### src/rtl/utf8_pkg.sv
// Shared definitions for the UTF-8 serializer and the classifier it uses.
// Holds the FSM state type, the sequence-length thresholds, the range-check
// bounds and helpers that build lead and continuation bytes.
package utf8_pkg;

    typedef enum logic {StIdle, StEmit} state_e;

    localparam int unsigned CpW = 31;

    // Smallest code point that needs 2..6 bytes.
    localparam logic [30:0] Len2Min = 31'h80;
    localparam logic [30:0] Len3Min = 31'h800;
    localparam logic [30:0] Len4Min = 31'h10000;
    localparam logic [30:0] Len5Min = 31'h200000;
    localparam logic [30:0] Len6Min = 31'h4000000;

    localparam logic [30:0] SurrLo = 31'hD800;
    localparam logic [30:0] SurrHi = 31'hDFFF;
    localparam logic [30:0] CpMax  = 31'h10FFFF;

    // Lead byte for a sequence of len bytes, carrying the highest payload bits.
    function automatic logic [7:0] lead_byte(input logic [30:0] cp, input logic [2:0] len);
        logic [7:0] b;
        case (len)
            3'd1:    b = {1'b0, cp[6:0]};
            3'd2:    b = {3'b110, cp[10:6]};
            3'd3:    b = {4'b1110, cp[15:12]};
            3'd4:    b = {5'b11110, cp[20:18]};
            3'd5:    b = {6'b111110, cp[25:24]};
            default: b = {7'b1111110, cp[30]};
        endcase
        return b;
    endfunction

    // Continuation byte carrying 6-bit group idx (0 = least significant).
    function automatic logic [7:0] cont_byte(input logic [30:0] cp, input logic [2:0] idx);
        logic [30:0] sh;
        sh = cp >> (5'(idx) * 5'd6);
        return {2'b10, sh[5:0]};
    endfunction

endpackage

### src/rtl/utf8_byte_serializer_if.sv
// Handshake bundle for the serializer: code point input stream and byte output
// stream. slave = serializer side, master = producer/consumer side.
//   cp_in/cp_valid/cp_ready           : code point offer and acceptance
//   byte_out/byte_valid/byte_ready    : UTF-8 byte stream
//   byte_last                         : final byte of a sequence
interface utf8_byte_serializer_if;
    import utf8_pkg::*;

    logic [CpW-1:0] cp_in;
    logic           cp_valid;
    logic           cp_ready;
    logic [7:0]     byte_out;
    logic           byte_valid;
    logic           byte_ready;
    logic           byte_last;

    modport slave (
        input  cp_in, cp_valid, byte_ready,
        output cp_ready, byte_out, byte_valid, byte_last
    );

    modport master (
        output cp_in, cp_valid, byte_ready,
        input  cp_ready, byte_out, byte_valid, byte_last
    );
endinterface

### src/rtl/utf8_cp_classify.sv
// Combinational code point classifier, shared with the decoder.
//   cp        : code point
//   chk_range : enable rejection of >0x10FFFF and surrogates
//   len       : UTF-8 sequence length, 1..6
//   reject    : code point fails the range check
module utf8_cp_classify
    import utf8_pkg::*;
(
    input  logic [30:0] cp,
    input  logic        chk_range,
    output logic [2:0]  len,
    output logic        reject
);

    always_comb begin
        len = 3'd6;
        if (cp < Len2Min) begin
            len = 3'd1;
        end else if (cp < Len3Min) begin
            len = 3'd2;
        end else if (cp < Len4Min) begin
            len = 3'd3;
        end else if (cp < Len5Min) begin
            len = 3'd4;
        end else if (cp < Len6Min) begin
            len = 3'd5;
        end
    end

    always_comb begin
        reject = chk_range && ((cp > CpMax) || ((cp >= SurrLo) && (cp <= SurrHi)));
    end

endmodule

### src/rtl/utf8_byte_serializer.sv
// Serializes 31-bit code points into a UTF-8 byte stream with valid/ready on
// both sides. Rejected code points produce an err pulse and bump err_count.
//   clk, rst  : clock, asynchronous active-high reset
//   chk_range : reject >0x10FFFF and surrogates
//   bus       : code point / byte handshake bundle (slave side)
//   err       : one-cycle pulse per rejected code point
//   err_count : saturating rejection count
module utf8_byte_serializer
    import utf8_pkg::*;
#(
    parameter int unsigned MAX_BYTES = 6
) (
    input  logic                          clk,
    input  logic                          rst,
    input  logic                          chk_range,
    utf8_byte_serializer_if.slave         bus,
    output logic                          err,
    output logic [7:0]                    err_count
);

    state_e      state_q;
    logic [2:0]  cnt_q;
    logic [30:0] hold_q;
    logic [7:0]  byte_out_q;
    logic        byte_valid_q;
    logic        byte_last_q;
    logic        err_q;
    logic [7:0]  err_count_q;

    logic [2:0]  cp_len;
    logic        cp_range_rej;
    logic        cp_reject;
    logic        cp_accept;
    logic        byte_xfer;

    utf8_cp_classify u_classify (
        .cp        (bus.cp_in),
        .chk_range (chk_range),
        .len       (cp_len),
        .reject    (cp_range_rej)
    );

    always_comb begin
        cp_reject = cp_range_rej || ((MAX_BYTES == 4) && (cp_len > 3'd4));
        byte_xfer = byte_valid_q && bus.byte_ready;
        // Accept while the last byte leaves so sequences run back to back.
        bus.cp_ready = !rst && ((state_q == StIdle) || (byte_xfer && byte_last_q));
        cp_accept = bus.cp_valid && bus.cp_ready;
    end

    always_ff @(posedge clk or posedge rst) begin
        if (rst) begin
            state_q      <= StIdle;
            cnt_q        <= 3'd0;
            hold_q       <= '0;
            byte_out_q   <= 8'h00;
            byte_valid_q <= 1'b0;
            byte_last_q  <= 1'b0;
            err_q        <= 1'b0;
            err_count_q  <= 8'h00;
        end else begin
            err_q <= 1'b0;
            if (byte_xfer) begin
                if (byte_last_q) begin
                    state_q      <= StIdle;
                    byte_valid_q <= 1'b0;
                    byte_last_q  <= 1'b0;
                end else begin
                    // cnt_q counts continuation bytes still to send.
                    byte_out_q  <= cont_byte(hold_q, cnt_q - 3'd1);
                    cnt_q       <= cnt_q - 3'd1;
                    byte_last_q <= (cnt_q == 3'd1);
                end
            end
            if (cp_accept) begin
                if (cp_reject) begin
                    err_q <= 1'b1;
                    if (err_count_q != 8'hFF) begin
                        err_count_q <= err_count_q + 8'd1;
                    end
                end else begin
                    state_q      <= StEmit;
                    hold_q       <= bus.cp_in;
                    cnt_q        <= cp_len - 3'd1;
                    byte_out_q   <= lead_byte(bus.cp_in, cp_len);
                    byte_valid_q <= 1'b1;
                    byte_last_q  <= (cp_len == 3'd1);
                end
            end
        end
    end

    assign bus.byte_out   = byte_out_q;
    assign bus.byte_valid = byte_valid_q;
    assign bus.byte_last  = byte_last_q;
    assign err            = err_q;
    assign err_count      = err_count_q;

endmodule

### src/flat_wrapper.sv
// flat-port wrapper written by rule: the top's interface ports become plain ports
module utf8_byte_serializer_flat import utf8_pkg::*;
#(
    parameter int unsigned MAX_BYTES = 6
)
  (clk, rst, chk_range, err, err_count, bus_cp_in, bus_cp_valid, bus_byte_ready, bus_cp_ready, bus_byte_out, bus_byte_valid, bus_byte_last);
  utf8_byte_serializer_if bus_i ();
  input  logic clk;
  input  logic rst;
  input  logic chk_range;
  output logic err;
  output logic [7:0] err_count;
  input wire logic [$bits(bus_i.cp_in)-1:0] bus_cp_in;
  input wire logic [$bits(bus_i.cp_valid)-1:0] bus_cp_valid;
  input wire logic [$bits(bus_i.byte_ready)-1:0] bus_byte_ready;
  output wire logic [$bits(bus_i.cp_ready)-1:0] bus_cp_ready;
  output wire logic [$bits(bus_i.byte_out)-1:0] bus_byte_out;
  output wire logic [$bits(bus_i.byte_valid)-1:0] bus_byte_valid;
  output wire logic [$bits(bus_i.byte_last)-1:0] bus_byte_last;
  assign bus_i.cp_in = bus_cp_in;
  assign bus_i.cp_valid = bus_cp_valid;
  assign bus_i.byte_ready = bus_byte_ready;
  assign bus_cp_ready = bus_i.cp_ready;
  assign bus_byte_out = bus_i.byte_out;
  assign bus_byte_valid = bus_i.byte_valid;
  assign bus_byte_last = bus_i.byte_last;
  utf8_byte_serializer #(.MAX_BYTES(MAX_BYTES)) u_core (.clk(clk), .rst(rst), .chk_range(chk_range), .bus(bus_i), .err(err), .err_count(err_count));
endmodule
### config.mk
export PLATFORM = sky130hd
export DESIGN_NAME = utf8_byte_serializer_flat
export DESIGN_NICKNAME = d
export VERILOG_FILES = /design/src/rtl/utf8_pkg.sv /design/src/rtl/utf8_byte_serializer_if.sv /design/src/rtl/utf8_cp_classify.sv /design/src/rtl/utf8_byte_serializer.sv /design/src/flat_wrapper.sv
export SDC_FILE = /design/constraint.sdc
export NUM_CORES = 1
export LEC_CHECK = 0
export ABC_CLOCK_PERIOD_IN_PS = 4400
export CAP_MARGIN = 10
export CELL_PAD_IN_SITES_DETAIL_PLACEMENT = 2
export CELL_PAD_IN_SITES_GLOBAL_PLACEMENT = 2
export CORE_MARGIN = 3
export CORE_UTILIZATION = 33
export DETAILED_ROUTE_END_ITERATION = 12
export PLACE_DENSITY = 0.74
export SLEW_MARGIN = 20
export SYNTH_ARGS = -nofsm -noshare
export SYNTH_HDL_FRONTEND = slang
export SYNTH_SLANG_ARGS = --single-unit
### constraint.sdc
create_clock -name clk -period 4.4 [get_ports clk]
set_input_delay 0.44 -clock clk [delete_from_list [all_inputs] [get_ports clk]]
set_output_delay 0.44 -clock clk [all_outputs]
set_load 0.02 [all_outputs]
After elaboration in Yosys (flattened, before gate mapping)

Index checks and enable logic that the tools add are counted.

Word-level logic and storage cells: 69
Input port bits: 36
Register bits after elaboration: 54

Mux-type cells: 28
Equal/unequal tests: 7
Shift operators: 1
Reductions and logical operators: 11
Magnitude comparators: 8
Bitwise logic cells: 2
Add/subtract/negate cells: 3
$mul: 1

Operators by type and width:

| cell                   | number |
|---|---|
| $pmux W8 S5            | 1 |
| $mux W8                | 4 |
| $ge A31 B16 Y1 const B | 1 |
| $gt A31 B21 Y1 const B | 1 |
| $le A31 B16 Y1 const B | 1 |
| $lt A31 B12 Y1 const B | 1 |
| $lt A31 B17 Y1 const B | 1 |
| $lt A31 B22 Y1 const B | 1 |
| $lt A31 B27 Y1 const B | 1 |
| $lt A31 B8 Y1 const B  | 1 |
| $shr A31 B5 Y6         | 1 |
| $mux W3                | 7 |
| $mux W1                | 14 |
| $add A8 B1 Y8 const B  | 1 |
| $ne A8 B8 Y1 const B   | 1 |
| $eq A3 B1 Y1 const B   | 2 |
| $eq A3 B2 Y1 const B   | 2 |
| $eq A3 B3 Y1 const B   | 2 |
| $logic_and A1 B1 Y1    | 6 |
| $sub A3 B1 Y3 const B  | 2 |
| $mul A3 B2 Y4 const B  | 1 |
| $mux W2                | 2 |
| $reduce_and A3 Y1      | 1 |
| $logic_or A1 B1 Y1     | 2 |
| other kinds (3)        | 4 |

Logic depth before layout (Yosys ltp)

Gate-level depths: netlist (run 1).

Depth in word-level cells: 10
Gate-level depth with buffers: 16
Gate-level depth less buffers: 11

Modules after synthesis

Synthesis (run 1) repeated with hierarchy kept, for this count alone.

Cell total of the unflattened synthesis: 363
Area total of the unflattened synthesis: 3410.8 um^2

By module, submodules not included:

| module               | area each (um^2) | instances | seq. area each (um^2) | cells each |
|---|---|---|---|---|
| utf8_byte_serializer | 3264.4           | 1         | 1351.3                | 342 |
| utf8_cp_classify     | 146.4            | 1         | 0.0                   | 21 |

Worst setup path before layout (run 1)

No wires, ideal clock.

Kind: register to register
Start point: register u_core.cnt_q[0]
End point: register u_core.byte_out_q[4], in the netlist u_core.bus.byte_out[4]
Clock period less this slack: 4860 ps
Setup slack: -460 ps
Path buffers: 7
Stages on the path, launching flop included: 16
Arrival time: 4735 ps
Data required time: 4275 ps
Cell sequence: dfrtp_1 -> clkbuf_1 -> buf_1 -> clkbuf_1 -> inv_1 -> ha_1 -> clkbuf_1 -> buf_2 -> clkbuf_1 -> inv_1 -> fa_1 -> xnor3_1 -> clkbuf_1 -> mux4_2 -> mux2_2 -> mux2_4

Word-level cells in the longest chain between the ends: 7

RTL lines:

| what                   | line                       | source |
|---|---|---|
| from (decl)            | utf8_byte_serializer.sv:22 | `logic [2:0] cnt_q;` |
| from (signal assigned) | utf8_byte_serializer.sv:71 | `cnt_q <= cnt_q - 3'd1;` |
| from (signal assigned) | utf8_byte_serializer.sv:84 | `cnt_q <= cp_len - 3'd1;` |
| $sub A3 B1 Y3 *        | utf8_byte_serializer.sv:70 | `byte_out_q <= cont_byte(hold_q, cnt_q - 3'd1);` |
| $mul A3 B2 Y4 *        | utf8_pkg.sv:38             | `sh = cp >> (5'(idx) * 5'd6);` |
| $shr A31 B5 Y6 *       | utf8_pkg.sv:38             |  |
| $mux W8 *              | utf8_byte_serializer.sv:64 | `if (byte_last_q) begin` |
| $mux W8 *              | utf8_byte_serializer.sv:63 | `if (byte_xfer) begin` |
| $mux W8                | utf8_byte_serializer.sv:76 | `if (cp_reject) begin` |
| $mux W8 *              | utf8_byte_serializer.sv:75 | `if (cp_accept) begin` |
| to (signal assigned)   | utf8_byte_serializer.sv:70 |  |
| to (signal assigned)   | utf8_byte_serializer.sv:85 | `byte_out_q <= lead_byte(bus.cp_in, cp_len);` |
| to (decl)              | utf8_byte_serializer.sv:24 | `logic [7:0] byte_out_q;` |

Every way passes the cells marked *; elsewhere a longest branch is shown, timed or not.
A chain may end at the register's enable or synchronous reset.

Worst setup path after layout (run 1)

Start point: input port bus_cp_in[27]
End point: register u_core.byte_out_q[3], in the netlist u_core.bus.byte_out[3]

Word-level cells in the longest chain between the ends: 10
Elaborated cells on any way between the ends: 24

RTL lines:

| what                                       | line                       | source |
|---|---|---|
| from (decl)                                | flat_wrapper.sv:13         | `input wire logic [$bits(bus_i.cp_in)-1:0] bus_cp_in;` |
| $lt A31 B27 Y1                             | utf8_cp_classify.sv:25     | `end else if (cp < Len6Min) begin` |
| $mux W2                                    | utf8_cp_classify.sv:25     |  |
| $mux W2                                    | utf8_cp_classify.sv:23     | `end else if (cp < Len5Min) begin` |
| $mux W3                                    | utf8_cp_classify.sv:21     | `end else if (cp < Len4Min) begin` |
| $mux W3                                    | utf8_cp_classify.sv:19     | `end else if (cp < Len3Min) begin` |
| $mux W3                                    | utf8_cp_classify.sv:17     | `if (cp < Len2Min) begin` |
| $eq A3 B3 Y1, or another cell as far along | utf8_pkg.sv:24             | `case (len)` |
| $pmux W8 S5                                | utf8_pkg.sv:24             |  |
| $mux W8 *                                  | utf8_byte_serializer.sv:76 |  |
| $mux W8 *                                  | utf8_byte_serializer.sv:75 |  |

Marks and branches as above.

==> flow_summary.html, run 1 <==
<table>
<tr><th>Metric</th><th>Value</th></tr>
<tr><th colspan="2">Critical path</th></tr>
<tr><td>Cell chain of the critical path</td><td>clkdlybuf4s50_1 &gt; or4_1 &gt; or4_1 &gt; nor2_1 &gt; nor2_1 &gt; a31oi_1 &gt; ha_1 &gt; nor2_1 &gt; nor2_1 &gt; o2111ai_1 &gt; o31ai_1 &gt; mux2i_1</td></tr>
<tr><td>Most common cell type on the critical path</td><td>nor2_1</td></tr>
<tr><td>CP Launch Type</td><td>input pin</td></tr>
<tr><td>Buffers plus inverters on the worst setup path</td><td>1</td></tr>
<tr><td>Arrival time at the worst endpoint</td><td>3.90 ns</td></tr>
<tr><td>Stage delay of the slowest cell on the critical path</td><td>~0.61 ns</td></tr>
<tr><td>Max FO, Critical Path</td><td>10</td></tr>
<tr><td>Critical Path End Type</td><td>flip-flop</td></tr>
<tr><td>Slowest cell on crit path</td><td>or4_1</td></tr>
<tr><td>Type of the worst setup path</td><td>in -&gt; reg</td></tr>
<tr><td>Cell family with most CP delay</td><td>simple AND/OR/NAND/NOR gates</td></tr>
<tr><td>Required time worst endpoint</td><td>4.58 ns</td></tr>
<tr><th colspan="2">GRT</th></tr>
<tr><td>Global route overflow</td><td>0</td></tr>
<tr><td>Largest net degree at the start of global routing</td><td>between 40 and 50</td></tr>
<tr><td>Number of global-route vias before repair</td><td>2,903</td></tr>
<tr><td>GRT Resource Usage Total</td><td>18.9%</td></tr>
<tr><td>Antenna violations before repair</td><td>0</td></tr>
<tr><td>First-pass GRT wire length</td><td>17,000 um</td></tr>
<tr><th colspan="2">Synthesis</th></tr>
<tr><td>Gate count of the mapped netlist</td><td>283</td></tr>
<tr><td>Post-synthesis instance area</td><td>0.00356 sq mm</td></tr>
<tr><td>Number of storage elements in the synthesis netlist</td><td>54</td></tr>
<tr><td>Part of the Yosys area used for sequential elements</td><td>37.9%</td></tr>
<tr><td>Average size of a mapped cell</td><td>12.6 sq um</td></tr>
<tr><td>Number of distinct library cell variants in the gate-level netlist after synthesis</td><td>54</td></tr>
<tr><td>Post-synth EDFFs</td><td>0</td></tr>
<tr><td>Fraction of synthesized cell area taken by the top area cell type</td><td>37.9%</td></tr>
<tr><td>Proportion of synthesized flip-flops having asynchronous set or reset</td><td>100%</td></tr>
<tr><td>Biggest area contributors in the synthesized netlist</td><td>dfrtp_1 38%, mux4_2 14%, mux2_4 13%, mux2i_1 3.7%, ha_1 2.8%</td></tr>
<tr><td>Library cell with the largest summed area after synthesis</td><td>dfrtp_1</td></tr>
<tr><td>Net Count, Synth</td><td>328</td></tr>
<tr><td>Synth warn</td><td>0</td></tr>
<tr><td>Most frequently used flop master after synthesis</td><td>dfrtp_1</td></tr>
<tr><th colspan="2">Min path</th></tr>
<tr><td>Min-Delay Path Class</td><td>reg -&gt; reg</td></tr>
<tr><th colspan="2">Cells and area</th></tr>
<tr><td>Final core occ</td><td>about two fifths</td></tr>
<tr><td>Final std cells w/o fill</td><td>~470</td></tr>
<tr><td>Layout Area Growth over Synthesis</td><td>22.7%</td></tr>
<tr><td>Antenna diode count</td><td>0</td></tr>
<tr><td># fillers</td><td>between 1,000 and 1,500</td></tr>
<tr><td>Fraction of final layout cells with drive strength greater than 1</td><td>23.7%</td></tr>
<tr><td>Layout Nets</td><td>roughly 380</td></tr>
<tr><th colspan="2">CTS</th></tr>
<tr><td>Post-CTS Hold Fix Bufs</td><td>0</td></tr>
<tr><td>TritonCTS Sinks</td><td>54</td></tr>
<tr><td>Clock Root Buffer</td><td>clkbuf_8</td></tr>
<tr><td>Setup Fix Bufs, Post-CTS</td><td>0</td></tr>
<tr><td>Number of instances resized during post-cts repair</td><td>0</td></tr>
<tr><td>Clock tree from TritonCTS</td><td>built</td></tr>
<tr><td>Buffer levels on the longest clock path</td><td>2</td></tr>
<tr><td>Number of H-tree levels</td><td>2</td></tr>
<tr><td>Clock latency on the worst-skew pair</td><td>0.32 ns</td></tr>
<tr><td>Clk slew on worst S/H paths</td><td>approximately 0.10 ns</td></tr>
<tr><td>Number of clock buffers inserted by TritonCTS</td><td>5</td></tr>
<tr><th colspan="2">Timing</th></tr>
<tr><td>RSZ-0062 raised after global routing</td><td>false</td></tr>
<tr><td>Tmin final</td><td>3.72 ns</td></tr>
<tr><td>Number of pins exceeding their max-slew limit in the final report</td><td>0</td></tr>
<tr><td>Setup Viol. Count Final</td><td>0</td></tr>
<tr><td>Fin. Hold Viols</td><td>0</td></tr>
<tr><td>Setup TNS</td><td>0 ns</td></tr>
<tr><td>WHS</td><td>0.501 ns</td></tr>
<tr><td>Final Cycle Share</td><td>84.6%</td></tr>
<tr><td>Highest achievable clock rate</td><td>~270 MHz</td></tr>
<tr><td>Max-Slew Margin vs Limit</td><td>36.5%</td></tr>
<tr><td>Worst slew pin tran</td><td>0.949 ns</td></tr>
<tr><td>Setup WS post-layout</td><td>0.677 ns</td></tr>
<tr><td>Maximum clock skew at final layout</td><td>0.00758 ns</td></tr>
<tr><th colspan="2">Floorplan</th></tr>
<tr><td>Initial Util</td><td>34.2%</td></tr>
<tr><td>Core Region</td><td>0.0104 sq mm</td></tr>
<tr><td>Number of cell rows</td><td>37</td></tr>
<tr><td>Vertical extent of the die</td><td>110 um</td></tr>
<tr><td>Die Footprint</td><td>0.0121 sq mm</td></tr>
<tr><td>Number of top-level pins</td><td>56</td></tr>
<tr><td>DIE WIDTH</td><td>110 um</td></tr>
<tr><th colspan="2">Drt</th></tr>
<tr><td>Residual DRC</td><td>0</td></tr>
<tr><td>Iteration count of the initial detailed-routing pass</td><td>5</td></tr>
<tr><td>Number of vias per cell after detailed routing</td><td>between 5 and 6</td></tr>
<tr><td>Detail Route Antenna Nets</td><td>0</td></tr>
<tr><td>Drt total wl</td><td>10,700 um</td></tr>
<tr><td>Count of vias placed by the detailed router</td><td>2,655</td></tr>
<tr><td>Wirelength per Cell</td><td>between 20 and 25 um</td></tr>
<tr><td>Drt first-iter violations</td><td>166</td></tr>
<tr><th colspan="2">Power and ir drop</th></tr>
<tr><td>Clock network power share</td><td>9.5%</td></tr>
<tr><td>Power Density</td><td>790 mW/mm^2</td></tr>
<tr><td>Cell-internal power</td><td>2080 uW</td></tr>
<tr><td>Switching component of the power</td><td>1370 uW</td></tr>
<tr><td>Switching share of total power</td><td>39.8%</td></tr>
<tr><td>Share of total power in sequential cells</td><td>between 20 and 30%</td></tr>
<tr><td>Power share of the combinational group</td><td>62.3%</td></tr>
<tr><td>Leakage power</td><td>approximately 0.0019 uW</td></tr>
<tr><td>VDD IR max</td><td>0.000295 V</td></tr>
<tr><th colspan="2">Flow run</th></tr>
<tr><td>Count of max-cap constraint violations</td><td>0</td></tr>
<tr><th colspan="2">Place</th></tr>
<tr><td>Weighted congestion reported at the end of routability-driven placement</td><td>0.828</td></tr>
<tr><td>Count of buffers from port buffering</td><td>55</td></tr>
<tr><td>Pre-CTS worst setup slack</td><td>0.370 ns</td></tr>
<tr><td>Number of placed instances with taps included</td><td>between 400 and 500</td></tr>
<tr><td>Post-detail-place hpwl</td><td>8310 um</td></tr>
<tr><th colspan="2">Status</th></tr>
<tr><td>Outcome</td><td>finished, final reports clean</td></tr>
</table>
[cells in the mapped netlist (all sizes together), types with 6 or more instances]
library cell	count
mux2i	13
dfrtp	54
clkbuf	8
nor3	6
inv	10
xor2	7
buf	9
nand2	14
nor2	18
mux4	22
ha	8
mux2	40
[cells in the final DEF (no fill, tap or decap), drive strengths merged, types with 2 or more instances in the layout]
cell           netlist  final
a221oi               2      2
nand2               14     14
xor2                 7      7
buf                  9      9
a31oi                2      2
nor4                 5      5
and3                 2      2
mux2i               13     13
mux4                22     22
ha                   8      8
o31ai                4      4
clkbuf               8      8
a21oi                5      5
clkdlybuf4s50        0     55
nor2                18     18
nand4                4      4
o21ai                3      3
or4                  5      5
a22oi                3      3
o311ai               3      3
a222oi               2      2
a22o                 3      3
or2                  3      3
and2                 2      2
nand3                4      4
mux2                40     40
inv                 10     10
a2bb2oi              2      2
nor3                 6      6
dfrtp               54     54
nand2b               2      2
xnor2                3      3
[metrics by stage]
stage / total power [uW] / cell area, sq um
after floorplan: 2520 / 3570
after global placement: 3090 / 4260
after detailed placement: 3150 / 4260
after CTS: 3490 / 4370
after global routing: 3690 / 4370
final: 3450 / 4370
[worst paths after layout]
kind | endpoint | cells past startpoint | from | slack (ns)
hold / removal | u_core.err_count[5] | 1 | u_core.err_count[5] | 0.50
min in group asynchronous | u_core.state_q | 2 | rst | 0.53
max in group asynchronous | u_core.hold_q[24] | 3 | rst | 3.06
setup reg to reg | u_core.bus.byte_out[4] | 8 | u_core.cnt_q[1] | 1.49
hold reg to reg | u_core.err_count[5] | 1 | u_core.err_count[5] | 0.50
setup / recovery | u_core.bus.byte_out[3] | 12 | bus_cp_in[27] | 0.68
[state kept, by name (all words and copies together), names as in the netlist]
| signal | flops |
|---|---|
| u_core.hold_q | 31 |
| u_core.bus.byte_valid | 1 |
| u_core.bus.byte_out | 8 |
| u_core.state_q | 1 |
| u_core.bus.byte_last | 1 |
| u_core.cnt_q | 3 |
| u_core.err | 1 |
| u_core.err_count | 8 |
[cell families after synthesis]
| group | count (synthesis) | synth area share (%) |
|---|---|---|
| adder cells (fa/ha/maj) | 9 | 3.37 |
| buffers and inverters | 27 | 3.58 |
| AO/OA/AOI/OAI | 38 | 8.67 |
| flip-flops | 54 | 37.9 |
| multiplexers | 75 | 33.4 |
| XOR/XNOR | 11 | 3.09 |
| AND/OR/NAND/NOR | 69 | 10.0 |
[cell type report]
class                           instances  area [sq um]  area share, %
Clock buffer                            8           110           2.52
Inverter                               10          37.5          0.859
Multi-Input combinational cell        202          2080           47.7
Sequential cell                        54          1350           30.9
Tap cell                              136           170           3.89
Timing Repair Buffer                   64           618           14.1
[per-layer routing]
metal | part of all wire, % | up-vias | GRT usage [%]
met1 | 45 | 1397 | 26.3
met3 | 3.7 | 10 | 2.76
met4 | 1.5 | 0 | 4.90
met5 | 0 | - | 0
li1 | - | 1193 | -
met2 | 50 | 55 | 30.7
[power by group through the flow]
stage               clock (uW)  combinational, uW  sequential, uW
finish                     328               2150             972
detailed placement           0               2170             979
CTS                        341               2180             971
floorplan                    0               1560             953
global route               362               2330            1000
global placement             0               2130             963
(Power assumes the default switching activity.)
==> inputs of run 2 (changes only) <==
--- a/config.mk
+++ b/config.mk
@@ -5,7 +5,7 @@
 export SDC_FILE = /design/constraint.sdc
 export NUM_CORES = 1
 export LEC_CHECK = 0
-export ABC_CLOCK_PERIOD_IN_PS = 4400
+export ABC_CLOCK_PERIOD_IN_PS = 3200
 export CAP_MARGIN = 10
 export CELL_PAD_IN_SITES_DETAIL_PLACEMENT = 2
 export CELL_PAD_IN_SITES_GLOBAL_PLACEMENT = 2
==> constraint.sdc (replaced) <==
create_clock -name clk -period 3.2 [get_ports clk]
set_input_delay 0.32 -clock clk [delete_from_list [all_inputs] [get_ports clk]]
set_output_delay 0.32 -clock clk [all_outputs]
set_load 0.02 [all_outputs]
==> flow_summary.html, run 2 (synthesis results as in run 1) <==
<table>
<tr><th>Metric</th><th>Value</th></tr>
<tr><th colspan="2">CTS</th></tr>
<tr><td>TritonCTS Sinks</td><td>54</td></tr>
<tr><td>Clock tree from TritonCTS</td><td>built</td></tr>
<tr><td>Buffer levels on the longest clock path</td><td>2</td></tr>
<tr><td>Clock Root Buffer</td><td>clkbuf_8</td></tr>
<tr><td>Number of H-tree levels</td><td>2</td></tr>
<tr><td>Clock latency on the worst-skew pair</td><td>0.33 ns</td></tr>
<tr><td>Number of clock buffers inserted by TritonCTS</td><td>5</td></tr>
<tr><td>Clk slew on worst S/H paths</td><td>between 0.1 and 0.15 ns</td></tr>
<tr><td>Post-CTS Hold Fix Bufs</td><td>0</td></tr>
<tr><th colspan="2">Drt</th></tr>
<tr><td>Drt total wl</td><td>12,000 um</td></tr>
<tr><td>Residual DRC</td><td>0</td></tr>
<tr><td>Wirelength per Cell</td><td>23.6 um</td></tr>
<tr><td>Count of vias placed by the detailed router</td><td>2,853</td></tr>
<tr><td>Detail Route Antenna Nets</td><td>0</td></tr>
<tr><td>Iteration count of the initial detailed-routing pass</td><td>6</td></tr>
<tr><td>Number of vias per cell after detailed routing</td><td>5.59</td></tr>
<tr><td>Drt first-iter violations</td><td>between 100 and 150</td></tr>
<tr><th colspan="2">Power and ir drop</th></tr>
<tr><td>Power consumption</td><td>5020 uW</td></tr>
<tr><td>VDD IR max</td><td>0.000443 V</td></tr>
<tr><td>Leakage power</td><td>0.00210 uW</td></tr>
<tr><td>Power Density</td><td>roughly 1100 mW/mm^2</td></tr>
<tr><th colspan="2">Floorplan</th></tr>
<tr><td>Number of cell rows</td><td>37</td></tr>
<tr><td>Initial Util</td><td>34.2%</td></tr>
<tr><td>Core Region</td><td>0.0104 sq mm</td></tr>
<tr><td>DIE WIDTH</td><td>110 um</td></tr>
<tr><td>Vertical extent of the die</td><td>between 100 and 150 um</td></tr>
<tr><td>Die Footprint</td><td>0.0121 sq mm</td></tr>
<tr><td>Number of top-level pins</td><td>56</td></tr>
<tr><th colspan="2">Critical path</th></tr>
<tr><td>Worst-case reg-to-reg path depth</td><td>8</td></tr>
<tr><td>Reg2reg setup slack</td><td>0.36 ns</td></tr>
<tr><td>Arrival time at the worst endpoint</td><td>3.34 ns</td></tr>
<tr><td>R2R Path End</td><td>u_core.bus.byte_out[4]</td></tr>
<tr><td>Max FO, Critical Path</td><td>5</td></tr>
<tr><td>Required time worst endpoint</td><td>3.43 ns</td></tr>
<tr><td>Critical Path End Type</td><td>flip-flop</td></tr>
<tr><td>CP Launch Type</td><td>input pin</td></tr>
<tr><td>Source of the worst register-to-register timing path</td><td>u_core.cnt_q[1]</td></tr>
<tr><td>Type of the worst setup path</td><td>in -&gt; reg</td></tr>
<tr><th colspan="2">Place</th></tr>
<tr><td>Area after detailed placement</td><td>0.00458 sq mm</td></tr>
<tr><td>Weighted congestion reported at the end of routability-driven placement</td><td>0.832</td></tr>
<tr><td>Count of buffers from port buffering</td><td>55</td></tr>
<tr><td>Post-detail-place hpwl</td><td>9300 um</td></tr>
<tr><td>Number of placed instances with taps included</td><td>502</td></tr>
<tr><th colspan="2">GRT</th></tr>
<tr><td>Largest net degree at the start of global routing</td><td>31</td></tr>
<tr><td>Global route overflow</td><td>0</td></tr>
<tr><td>First-pass GRT wire length</td><td>about 19,000 um</td></tr>
<tr><td>GRT Resource Usage Total</td><td>21.3%</td></tr>
<tr><td>Number of global-route vias before repair</td><td>3,221</td></tr>
<tr><td>Antenna violations before repair</td><td>0</td></tr>
<tr><th colspan="2">Timing</th></tr>
<tr><td>Final Cycle Share</td><td>97.4%</td></tr>
<tr><td>Tmin final</td><td>about 3.1 ns</td></tr>
<tr><td>Number of pins exceeding their max-slew limit in the final report</td><td>0</td></tr>
<tr><td>Worst slew pin tran</td><td>0.576 ns</td></tr>
<tr><td>Setup Viol. Count Final</td><td>0</td></tr>
<tr><td>Fin. Hold Viols</td><td>0</td></tr>
<tr><td>Highest achievable clock rate</td><td>between 300 and 400 MHz</td></tr>
<tr><td>Max-Slew Margin vs Limit</td><td>61.5%</td></tr>
<tr><td>Maximum clock skew at final layout</td><td>around 0.012 ns</td></tr>
<tr><td>Setup TNS</td><td>0 ns</td></tr>
<tr><th colspan="2">Cells and area</th></tr>
<tr><td>Final std cells w/o fill</td><td>510</td></tr>
<tr><td>Layout Area Growth over Synthesis</td><td>32.2%</td></tr>
<tr><td>Antenna diode count</td><td>0</td></tr>
<tr><td>Final core occ</td><td>45.2%</td></tr>
<tr><td>Post-route cell area</td><td>0.00471 sq mm</td></tr>
<tr><td>Layout Nets</td><td>418</td></tr>
<tr><td>Most common cell after layout, fill and taps aside</td><td>clkdlybuf4s50_1</td></tr>
<tr><td>Top reg by flops</td><td>u_core.hold_q</td></tr>
<tr><td>Largest register FFs</td><td>31</td></tr>
<tr><td>Leading cell types in the layout, fill and taps excluded</td><td>55 x clkdlybuf4s50_1, 54 x dfrtp_1, 43 x buf_4, 31 x mux2_4, 22 x mux4_2</td></tr>
<tr><td>Fraction of final layout cells with drive strength greater than 1</td><td>33.4%</td></tr>
<tr><th colspan="2">Min path</th></tr>
<tr><td>Min-Delay Path Class</td><td>in -&gt; async</td></tr>
<tr><th colspan="2">Flow run</th></tr>
<tr><td>Count of max-cap constraint violations</td><td>0</td></tr>
<tr><th colspan="2">Status</th></tr>
<tr><td>Outcome</td><td>finished, final reports clean</td></tr>
</table>
==> run 2: cell count changes in the layout (fill, tap and decap cells not counted), sizes merged <==
cell	change
buf	+36
bufinv	+1
clkbuf	-2
clkinvlp	+1
==> run 2: where the power goes <==
group          switching (uW)  total (uW)  leakage, uW  internal, uW
combinational            1420        3190      0.00139          1770
clock                     248         482    0.0000514           234
sequential                358        1350     0.000657           991
==> run 2: repair_timing <==
action | 4_1_cts | 5_1_grt
hold endpoints to repair | 0 | 0
pin swaps | 0 | 1
resized for setup | 1 | 4
setup buffers | 0 | 0
endpoints found under the setup margin | 1 | 4
cloned | 0 | 0
==> run 2: worst max path at each step <==
stage	from	to	slack [ns]	cells past startpoint
after floorplan	u_core.cnt_q[0]	u_core.bus.byte_out[4]	-0.07	14
after global placement	bus_cp_in[27]	u_core.bus.byte_out[0]	-0.20	11
after detailed placement	bus_cp_in[27]	u_core.bus.byte_out[0]	-0.30	11
after CTS	bus_cp_in[27]	u_core.bus.byte_out[0]	0.02	11
after global routing	bus_cp_in[27]	u_core.bus.byte_out[0]	-0.01	12
final	bus_cp_in[27]	u_core.bus.byte_out[0]	0.08	11
==> run 2: per-stage QoR <==
step / setup slack, ns / hold WS (ns)
2_1_floorplan: -0.0694 / 0.452
3_3_place_gp: -0.203 / 0.472
3_5_place_dp: -0.301 / 0.489
4_1_cts: 0.0202 / 0.478
5_1_grt: -0.0136 / 0.503
6_report: 0.0825 / 0.448
==> run 2: critical path, stage by stage <==
cell	delay, ns
clkdlybuf4s50_1	0.42
or4_1	0.55
or4_4	0.52
nor2_2	0.15
buf_4	0.14
a31oi_1	0.14
ha_2	0.24
a22o_1	0.26
a32oi_2	0.20
o211ai_1	0.13
mux2_4	0.28
==> run 2: final cells by class <==
class	instances	area, sq um
inverter	10	42.5
clock inverter	2	37.5
fill	1072	5710
tap	136	170
multi-input combinational	202	2120
clock buffer	6	72.6
timing repair buffer	100	913
sequential	54	1350
==> run 2: per-layer routing <==
layer / part of all wire (%) / global-route usage [%] / routed length (um)
met1: 41 / 25.7 / 4910
met2: 54 / 38.9 / 6440
met3: 3.9 / 3.76 / 472
met4: 1.7 / 5.52 / 207
met5: 0 / 0 / 0
